<file path="src/rtl/screen_lane_arbiter.sv">
// Round-robin arbiter that funnels four parse lanes into one screening beat stream,
// with a forced idle gap between packets. Optional packet timeout: SCREEN_ARB_TIMEOUT_EN.
module screen_lane_arbiter #(
  parameter int LANES      = 4,
  parameter int GAP_CYCLES = 4,
  parameter int TIMEOUT    = 64
) (
  input  logic         i_clk,
  input  logic         i_rst_n,
  input  logic [255:0] i_lane_data,
  input  logic [3:0]   i_lane_valid,
  input  logic [3:0]   i_lane_last,
  input  logic [11:0]  i_lane_flow_type,
  input  logic [31:0]  i_lane_flow_id,
  output logic [3:0]   o_lane_ready,
  output logic [63:0]  o_parse_data,
  output logic         o_pattern_match_valid,
  output logic [2:0]   o_flow_type,
  output logic [7:0]   o_flow_id,
  output logic         o_flow_type_id_valid,
  output logic [1:0]   o_grant_lane,
  output logic         o_abort
);

  if (GAP_CYCLES < 3 || GAP_CYCLES > 15) begin : g_bad_gap
    $error("GAP_CYCLES out of range");
  end
  if (TIMEOUT < 2 || TIMEOUT > 255) begin : g_bad_tmo
    $error("TIMEOUT out of range");
  end

  localparam logic [3:0] GAP_LAST = 4'(GAP_CYCLES - 1);

  typedef enum logic [1:0] {S_IDLE, S_XFER, S_GAP} state_t;

  state_t      r_state;
  state_t      w_next;
  logic [1:0]  r_ptr;
  logic [1:0]  r_grant;
  logic [2:0]  r_ftype;
  logic [7:0]  r_fid;
  logic        r_fvalid;
  logic [63:0] r_data;
  logic        r_pmv;
  logic [3:0]  r_gap_cnt;
  logic [1:0]  w_win;
  logic [1:0]  w_idx;
  logic        w_acc;
  logic        w_acc_last;
  logic        w_tmo;

  // Scan from ptr+1 downwards in priority so the nearest requester is assigned last.
  always_comb begin
    w_win = '0;
    w_idx = '0;
    for (int i = LANES; i >= 1; i--) begin
      w_idx = r_ptr + 2'(i);
      if (i_lane_valid[w_idx]) w_win = w_idx;
    end
  end

  assign w_acc      = (r_state == S_XFER) && i_lane_valid[r_grant];
  assign w_acc_last = w_acc && i_lane_last[r_grant];

  always_comb begin
    w_next = r_state;
    case (r_state)
      S_IDLE:  if (|i_lane_valid) w_next = S_XFER;
      S_XFER:  if (w_acc_last || w_tmo) w_next = S_GAP;
      S_GAP:   if (r_gap_cnt == GAP_LAST) w_next = S_IDLE;
      default: w_next = S_IDLE;
    endcase
  end

  always_ff @(posedge i_clk or negedge i_rst_n) begin
    if (!i_rst_n) begin
      r_state   <= S_IDLE;
      r_ptr     <= 2'd3;
      r_grant   <= '0;
      r_ftype   <= '0;
      r_fid     <= '0;
      r_fvalid  <= 1'b0;
      r_data    <= '0;
      r_pmv     <= 1'b0;
      r_gap_cnt <= '0;
    end else begin
      r_state   <= w_next;
      r_pmv     <= w_acc;
      r_gap_cnt <= (r_state == S_GAP) ? r_gap_cnt + 4'd1 : 4'd0;
      if (w_acc) r_data <= i_lane_data[{r_grant, 6'b0} +: 64];
      case (r_state)
        S_IDLE: begin
          if (|i_lane_valid) begin
            r_grant  <= w_win;
            r_ftype  <= i_lane_flow_type[3*w_win +: 3];
            r_fid    <= i_lane_flow_id[{w_win, 3'b0} +: 8];
            r_fvalid <= 1'b1;
          end
        end
        // The window stays up through the cycle that forwards the last beat.
        S_XFER: begin
          if (w_acc_last || w_tmo) r_ptr <= r_grant;
          if (w_tmo) r_fvalid <= 1'b0;
        end
        default: r_fvalid <= 1'b0;
      endcase
    end
  end

`ifdef SCREEN_ARB_TIMEOUT_EN
  localparam logic [7:0] TMO_LAST = 8'(TIMEOUT - 1);

  logic [7:0] r_tmo_cnt;
  logic       r_abort;

  assign w_tmo = (r_state == S_XFER) && !w_acc && (r_tmo_cnt == TMO_LAST);

  always_ff @(posedge i_clk or negedge i_rst_n) begin
    if (!i_rst_n) begin
      r_tmo_cnt <= '0;
      r_abort   <= 1'b0;
    end else begin
      r_abort <= w_tmo;
      if (r_state != S_XFER || w_acc) r_tmo_cnt <= '0;
      else                            r_tmo_cnt <= r_tmo_cnt + 8'd1;
    end
  end

  assign o_abort = r_abort;
`else
  assign w_tmo   = 1'b0;
  assign o_abort = 1'b0;
`endif

  assign o_lane_ready          = (r_state == S_XFER) ? (4'b0001 << r_grant) : 4'b0000;
  assign o_parse_data          = r_data;
  assign o_pattern_match_valid = r_pmv;
  assign o_flow_type           = r_ftype;
  assign o_flow_id             = r_fid;
  assign o_flow_type_id_valid  = r_fvalid;
  assign o_grant_lane          = r_grant;

endmodule

</file>
<file path="config.mk">
export PLATFORM = sky130hd
export DESIGN_NAME = screen_lane_arbiter
export DESIGN_NICKNAME = d
export VERILOG_FILES = /design/src/rtl/screen_lane_arbiter.sv
export SDC_FILE = /design/constraint.sdc
export NUM_CORES = 1
export LEC_CHECK = 0
export CORE_AREA = 3 3 152 154
export CTS_CLUSTER_DIAMETER = 60
export DETAILED_ROUTE_END_ITERATION = 16
export DIE_AREA = 0 0 155 157
export GPL_ROUTABILITY_DRIVEN = 0
export PLACE_DENSITY_LB_ADDON = 0.2
export SLEW_MARGIN = 20
export SYNTH_ARGS = -nofsm -noshare
export SYNTH_HDL_FRONTEND = slang
export SYNTH_SLANG_ARGS = --single-unit
</file>
<file path="constraint.sdc">
create_clock -name i_clk -period 3.7 [get_ports i_clk]
set_input_delay 0.37 -clock i_clk [delete_from_list [all_inputs] [get_ports i_clk]]
set_output_delay 0.37 -clock i_clk [all_outputs]
set_load 0.02 [all_outputs]
</file>
==> summary.txt, run 1 <==
STA
  • Final Worst Setup Slack: 0.946 ns
  • Worst-margin pin slew: 0.748 ns
  • WHS: 0.0736 ns
  • Final TNS setup: 0 ns
  • Relative slew slack: 50.1%
  • Final setup fails: 0
  • Setup Skew: 0.00648 ns
  • Min cycle time layout: 2.75 ns
  • RSZ-0062 raised after global routing: false
  • Fmax achieved: 363 MHz
  • Endpoints failing hold: 0
  • Final worst path period share: 74.4%
  • Max Slew Vio Count: 0

Clock network
  • Root buf cell: clkbuf_16
  • CTS tree: yes
  • Clk slew on worst S/H paths: 0.07 ns
  • Sink Count: 87
  • Num CTS Buffers: 9
  • H-tree depth: 3
  • Hold_buf cts: 0
  • Post-CTS sizing: 0
  • CTS max path bufs: 2
  • Setup bufs post-CTS: 0
  • Clock latency on the worst-skew pair: 0.34 ns

Drt
  • DRC Markers: 0
  • Routed length per instance: 19.9 µm
  • Vias after detailed routing: 4688
  • Routed Antenna Nets: 0
  • Detailed router's first-iteration violation count: 191
  • Routed wire length: 20000 µm
  • Vias/cell: 4.65
  • First-pass DRT Iterations: 4

Placement
  • I/O Buffers: 392
  • DP Area: 9570 µm²
  • DPL Wire Length: 16100 µm
  • Dpl ws: 1.21 ns
  • Placed cell count: 991

Floorplan
  • # IOs: 394
  • Die width: 155 µm
  • Starting Density: 25.0%
  • Num rows: 54
  • Die Ht: 157 µm
  • Core Box Area: 21800 µm²
  • Die area: 24300 µm²

Layout
  • Design area: 9880 µm²
  • Fillers: 1967
  • Post-layout net count: 1033
  • Proportion of layout cells with a drive suffix above 1: 22.1%
  • Non-filler cells, final: 1008
  • Area growth syn-to-layout: 80.9%
  • Final Util: 45.3%

Yosys
  • Synth Cell Area: 5460 µm²
  • Yosys top cell by area: dfrtp_1
  • Syn_nets: 652
  • Flop and latch count out of synthesis: 87
  • Top cells by count, synth: 85 x dfrtp_1, 66 x mux4_2, 49 x mux2_4
  • Mean post-synth cell area: 16.0 µm²
  • Syn Inst Count: 341
  • YS warnings: 0
  • Dominant synthesized flop cell: dfrtp_1
  • FFs w/ async S/R, synth: 100%
  • Post-synthesis sequential area ratio: 39.9%
  • Post-synth EDFFs: 0
  • Cell with the most instances after synthesis: dfrtp_1
  • Yosys cell types: 33
  • Post-synth top area share: 38.9%
  • Top post-synthesis cells by area: dfrtp_1 39%, mux4_2 27%, mux2_4 13%

Global routing
  • First-pass GRT wire length: 29800 µm
  • Largest net degree at the start of global routing: 55
  • Met2 usage: 29.0%
  • Met3 global-route usage: 3.90%
  • Global route overflow: 0
  • Vias in the first global route: 5284
  • GRT met1 Usage: 18.4%
  • Initial antenna violation count: 0
  • Top Usage Layer GRT: met2
  • Total track usage: 16.0%

Job
  • Max Cap Violations: 0

Pwr
  • VDD IR-drop max: 0.376 mV
  • Pwr dens: 739 nW/µm²
  • Leak pwr: 3.99 nW
  • Tot Pwr: 7.30 mW

Status
  • Outcome: completed

Setup path
  • Crit Path Max Fanout: 38
  • Nature of the critical path endpoint: output pin
  • Buf/Inv on CP: 2
  • Crit-path slowest cell: dfrtp_4
  • Crit Path Category: reg2out
  • CP Data Arrival Time: 2.38 ns
  • CP delay by family, top: buffers and inverters
  • Crit-path cells: buf_4 > clkdlybuf4s50_1
  • Required @ worst endpoint: 3.33 ns
  • Startpoint type of the worst setup path: flip-flop
  • Largest stage delay on the critical path: 0.73 ns

Worst hold path
  • Hold WC Path Type: in2async
-- sequential cells by signal, indices dropped and copies added (netlist names) --
signal and count:
r_ptr 2, o_flow_type_id_valid 1, o_flow_type 3, o_flow_id 8, o_parse_data 64, r_state 2, r_gap_cnt 4, o_grant_lane 2
o_pattern_match_valid 1
-- path summary, 6_finish.rpt --
| check | endpoint | cells past startpoint | slack, ns | start |
|---|---|---|---|---|
| setup / recovery | o_grant_lane[1] | 2 | 0.95 | o_grant_lane[1]$_DFFE_PN0P_ |
| hold / removal | o_parse_data[23]$_DFFE_PN0P_ | 1 | 0.07 | i_rst_n |
| min in group i_clk | r_gap_cnt[0]$_DFF_PN0_ | 1 | 0.49 | r_gap_cnt[0]$_DFF_PN0_ |
| hold reg to reg | r_gap_cnt[0]$_DFF_PN0_ | 1 | 0.49 | r_gap_cnt[0]$_DFF_PN0_ |
| max in group asynchronous | o_grant_lane[1]$_DFFE_PN0P_ | 2 | 2.61 | i_rst_n |
| setup reg to reg | o_parse_data[21]$_DFFE_PN0P_ | 4 | 1.27 | o_grant_lane[0]$_DFFE_PN0P_ |
-- cells by family (layout without fill, tap and decap cells) --
kind of cell	Yosys count	after routing	share of synthesized area [%]
AO/OA/AOI/OAI	20	20	2.91
XOR/XNOR	2	2	0.321
adder cells (fa/ha/maj)	1	1	0.229
buffers and inverters	33	419	4.67
flip-flops	87	87	39.9
multiplexers	155	155	48.4
other	1	2	0.0687
AND/OR/NAND/NOR	42	42	3.48
-- worst register-to-register path, stage by stage (launching register included) --
cell	delay [ns]
dfrtp_4	0.75
mux4_2	0.62
nand2_4	0.11
buf_4	0.43
mux2_2	0.41
-- power breakdown --
part / internal [mW] / switching [mW]
sequential: 1.45 / 0.422
clock: 0.564 / 0.398
combinational: 2.64 / 1.82
-- cell type report --
cell class                      count  area [µm²]  share of cell area, %
Antenna cell                        1        2.50                 0.0253
Clock buffer                       12         256                   2.60
Clock inverter                      4        52.6                  0.532
Inverter                            4        15.0                  0.152
Multi-Input combinational cell    221        3030                   30.7
Sequential cell                    87        2190                   22.1
Tap cell                          280         350                   3.55
Timing Repair Buffer              399        3990                   40.3
-- placed cells by master, fill, tap and decap left out, types with 2 or more instances in the layout --
cell             count
nor3b_1              2
dfrtp_1             83
o21ai_0              2
inv_1                4
dfstp_2              2
mux2i_1             23
buf_4                7
clkdlybuf4s50_1    391
nor2b_1              2
clkbuf_8             2
nand2_1             21
o221ai_1            11
nor2_1               8
nand3_1              2
dfrtp_4              2
mux2_2              17
mux4_2              66
mux2_4              49
nand2b_1             5
a21oi_1              3
clkbuf_16            9
-- routing by layer --
layer / up-vias / share of wire, %
met5: - / 0
met4: 0 / 2.0
met3: 19 / 7.2
met2: 239 / 53
met1: 2324 / 37
li1: 2106 / -
No activity file was read; power rests on OpenSTA's default activity.
==> run 2: changes to the inputs <==
clock period = 2.5 ns   (was 3.7 ns; I/O delays follow)
==> run 2 against run 1 <==
Effect of this change:
- combinational power grew 57%
- routed wire length shrank 4.1%
- critical path type unchanged
- largest cell class unchanged
- sequential power grew 40%
- critical endpoint is now o_lane_ready[0]
- final cell count grew 0.40%
- hold slack gained 0.39 ns
==> summary.txt, run 2 (synthesis gave the netlist of run 1 again) <==
Status
  • Outcome: completed

Setup path
  • Crit-path slowest cell: clkdlybuf4s50_1
  • Buf/Inv on CP: 1 (-1)
  • Largest stage delay on the critical path: 0.67 ns (-0.06 ns)
  • Required @ worst endpoint: 2.25 ns (-1.08 ns)
  • Nature of the critical path endpoint: output pin
  • Crit-path cells: nor2b_1 > nor3b_1 > clkdlybuf4s50_1
  • CP Data Arrival Time: 2.01 ns (-0.37 ns)
  • CP delay by family, top: buffers and inverters
  • Startpoint type of the worst setup path: flip-flop
  • Crit Path Max Fanout: 5 (-87%)
  • Crit Path Category: reg2out

STA
  • Worst-margin pin slew: 0.579 ns (-0.169 ns)
  • Setup Skew: 0.0107 ns (+0.00420 ns)
  • Final worst path period share: 90.2%
  • Relative slew slack: 61.4% (+11 points)
  • Fmax achieved: 443 MHz
  • Max Slew Vio Count: 0 (unchanged)
  • RSZ-0062 raised after global routing: false
  • Final setup fails: 0 (unchanged)
  • Endpoints failing hold: 0 (unchanged)
  • Final TNS setup: 0 ns (unchanged)
  • Min cycle time layout: 2.26 ns

Drt
  • Detailed router's first-iteration violation count: 119 (-38%)
  • First-pass DRT Iterations: 4 (unchanged)
  • Vias/cell: 4.54 (-2.5%)
  • Routed Antenna Nets: 0 (unchanged)
  • Routed length per instance: 19.0 µm (-4.5%)
  • Routed wire length: 19200 µm (-4.1%)
  • DRC Markers: 0 (unchanged)
  • Vias after detailed routing: 4590 (-2.1%)

Clock network
  • CTS tree: yes
  • Sink Count: 87 (unchanged)
  • Num CTS Buffers: 9 (unchanged)
  • Clock latency on the worst-skew pair: 0.33 ns (about the same)
  • H-tree depth: 3 (unchanged)
  • Clk slew on worst S/H paths: 0.07 ns (about the same)
  • CTS max path bufs: 2 (unchanged)
  • Hold_buf cts: 1 (+1)
  • Setup bufs post-CTS: 0 (unchanged)
  • Root buf cell: clkbuf_16
  • Post-CTS sizing: 0 (unchanged)

Floorplan
  • Num rows: 54 (unchanged)
  • Die width: 155 µm (unchanged)
  • # IOs: 394 (unchanged)
  • Core Box Area: 21800 µm² (unchanged)
  • Die area: 24300 µm² (unchanged)
  • Starting Density: 25.0% (unchanged)
  • Die Ht: 157 µm (unchanged)

Layout
  • Proportion of layout cells with a drive suffix above 1: 22.3% (+0.18 points)
  • Max reg flops: 64 (unchanged)
  • Most common cell after layout, fill and taps aside: clkdlybuf4s50_1
  • Post-layout net count: 1036 (+0.29%)
  • Area growth syn-to-layout: 82.8%
  • Most frequent cells in the layout: 391 x clkdlybuf4s50_1, 83 x dfrtp_1, 66 x mux4_2

Global routing
  • Global route overflow: 0 (unchanged)
  • Initial antenna violation count: 1 (+1)
  • Total track usage: 15.0% (-0.98 points)
  • Vias in the first global route: 5255 (-0.55%)
  • First-pass GRT wire length: 28300 µm (-5.1%)
  • Largest net degree at the start of global routing: 46 (-16%)

Placement
  • DPL Wire Length: 15800 µm (-1.6%)
  • I/O Buffers: 392 (unchanged)

Job
  • Max Cap Violations: 0 (unchanged)

Pwr
  • Leak pwr: 4.02 nW (+0.84%)
  • VDD IR-drop max: 0.482 mV (+28%)
  • Pwr dens: 1100 nW/µm² (+49%)
  • Tot Pwr: 11.0 mW (+50%)

Worst hold path
  • Hold WC Path Type: reg2reg
==> run 2: cell count changes in the layout (fill, tap and decap cells not counted) <==
cell / delta
inv_6: -1
dlygate4sd3_1: +1
buf_12: +6
clkinv_2: -1
buf_4: -4
clkinvlp_4: +2
diode_2: +1
==> run 2: report_power, final <==
group	switching (mW)	total, mW	internal [mW]
clock network	0.539	1.37	0.831
logic	2.95	6.99	4.04
registers	0.455	2.61	2.15
==> run 2: final timing paths <==
path / to / start / depth (start not counted) / slack [ns]
setup / recovery: o_lane_ready[0] / r_state[1]$_DFFE_PN0P_ / 3 / 0.24
hold / removal: r_gap_cnt[0]$_DFF_PN0_ / r_gap_cnt[0]$_DFF_PN0_ / 1 / 0.46
setup reg to reg: o_parse_data[20]$_DFFE_PN0P_ / o_grant_lane[0]$_DFFE_PN0P_ / 4 / 0.54
hold reg to reg: r_gap_cnt[0]$_DFF_PN0_ / r_gap_cnt[0]$_DFF_PN0_ / 1 / 0.46
max in group asynchronous: r_ptr[0]$_DFFE_PN1P_ / i_rst_n / 3 / 1.28
min in group asynchronous: o_parse_data[36]$_DFFE_PN0P_ / i_rst_n / 2 / 0.49
==> run 2: worst register-to-register path: cells and delay by family (launching register included) <==
kind | cells | cell delay [ns]
AND/OR/NAND/NOR | 1 | 0.12
flip-flops | 1 | 0.51
multiplexers | 2 | 0.97
buffers and inverters | 1 | 0.24
==> run 2: layout make-up <==
cell class	count	area, µm²
Multi-Input combinational cell	221	3030
Timing Repair Buffer	402	4090
Fill cell	1934	11800
Antenna cell	2	5.00
Clock inverter	4	53.8
Inverter	4	15.0
Sequential cell	87	2190
Tap cell	280	350
Clock buffer	12	256
==> run 2: routing by layer <==
layer | track usage [%] | share of wire, % | vias to the layer above
met4 | 4.37 | 1.4 | 0
met1 | 16.5 | 36 | 2233
met2 | 28.1 | 54 | 233
li1 | - | - | 2109
met3 | 4.07 | 8.1 | 15
met5 | 0 | 0 | -
==> run 2: metrics by stage <==
step | std cells | hold WS (ns) | area [µm²] | setup WS, ns | util, %
floorplan | 341 | -0.0456 | 5460 | 0.568 | -
global placement | 993 | 0.270 | 9660 | 0.370 | 44.3
detailed placement | 993 | 0.291 | 9660 | 0.331 | 44.3
CTS | 1010 | 0.463 | 9980 | 0.191 | 45.7
global route | 1011 | 0.495 | 9980 | 0.0909 | 45.7
finish | 1012 | 0.461 | 9990 | 0.245 | 45.8
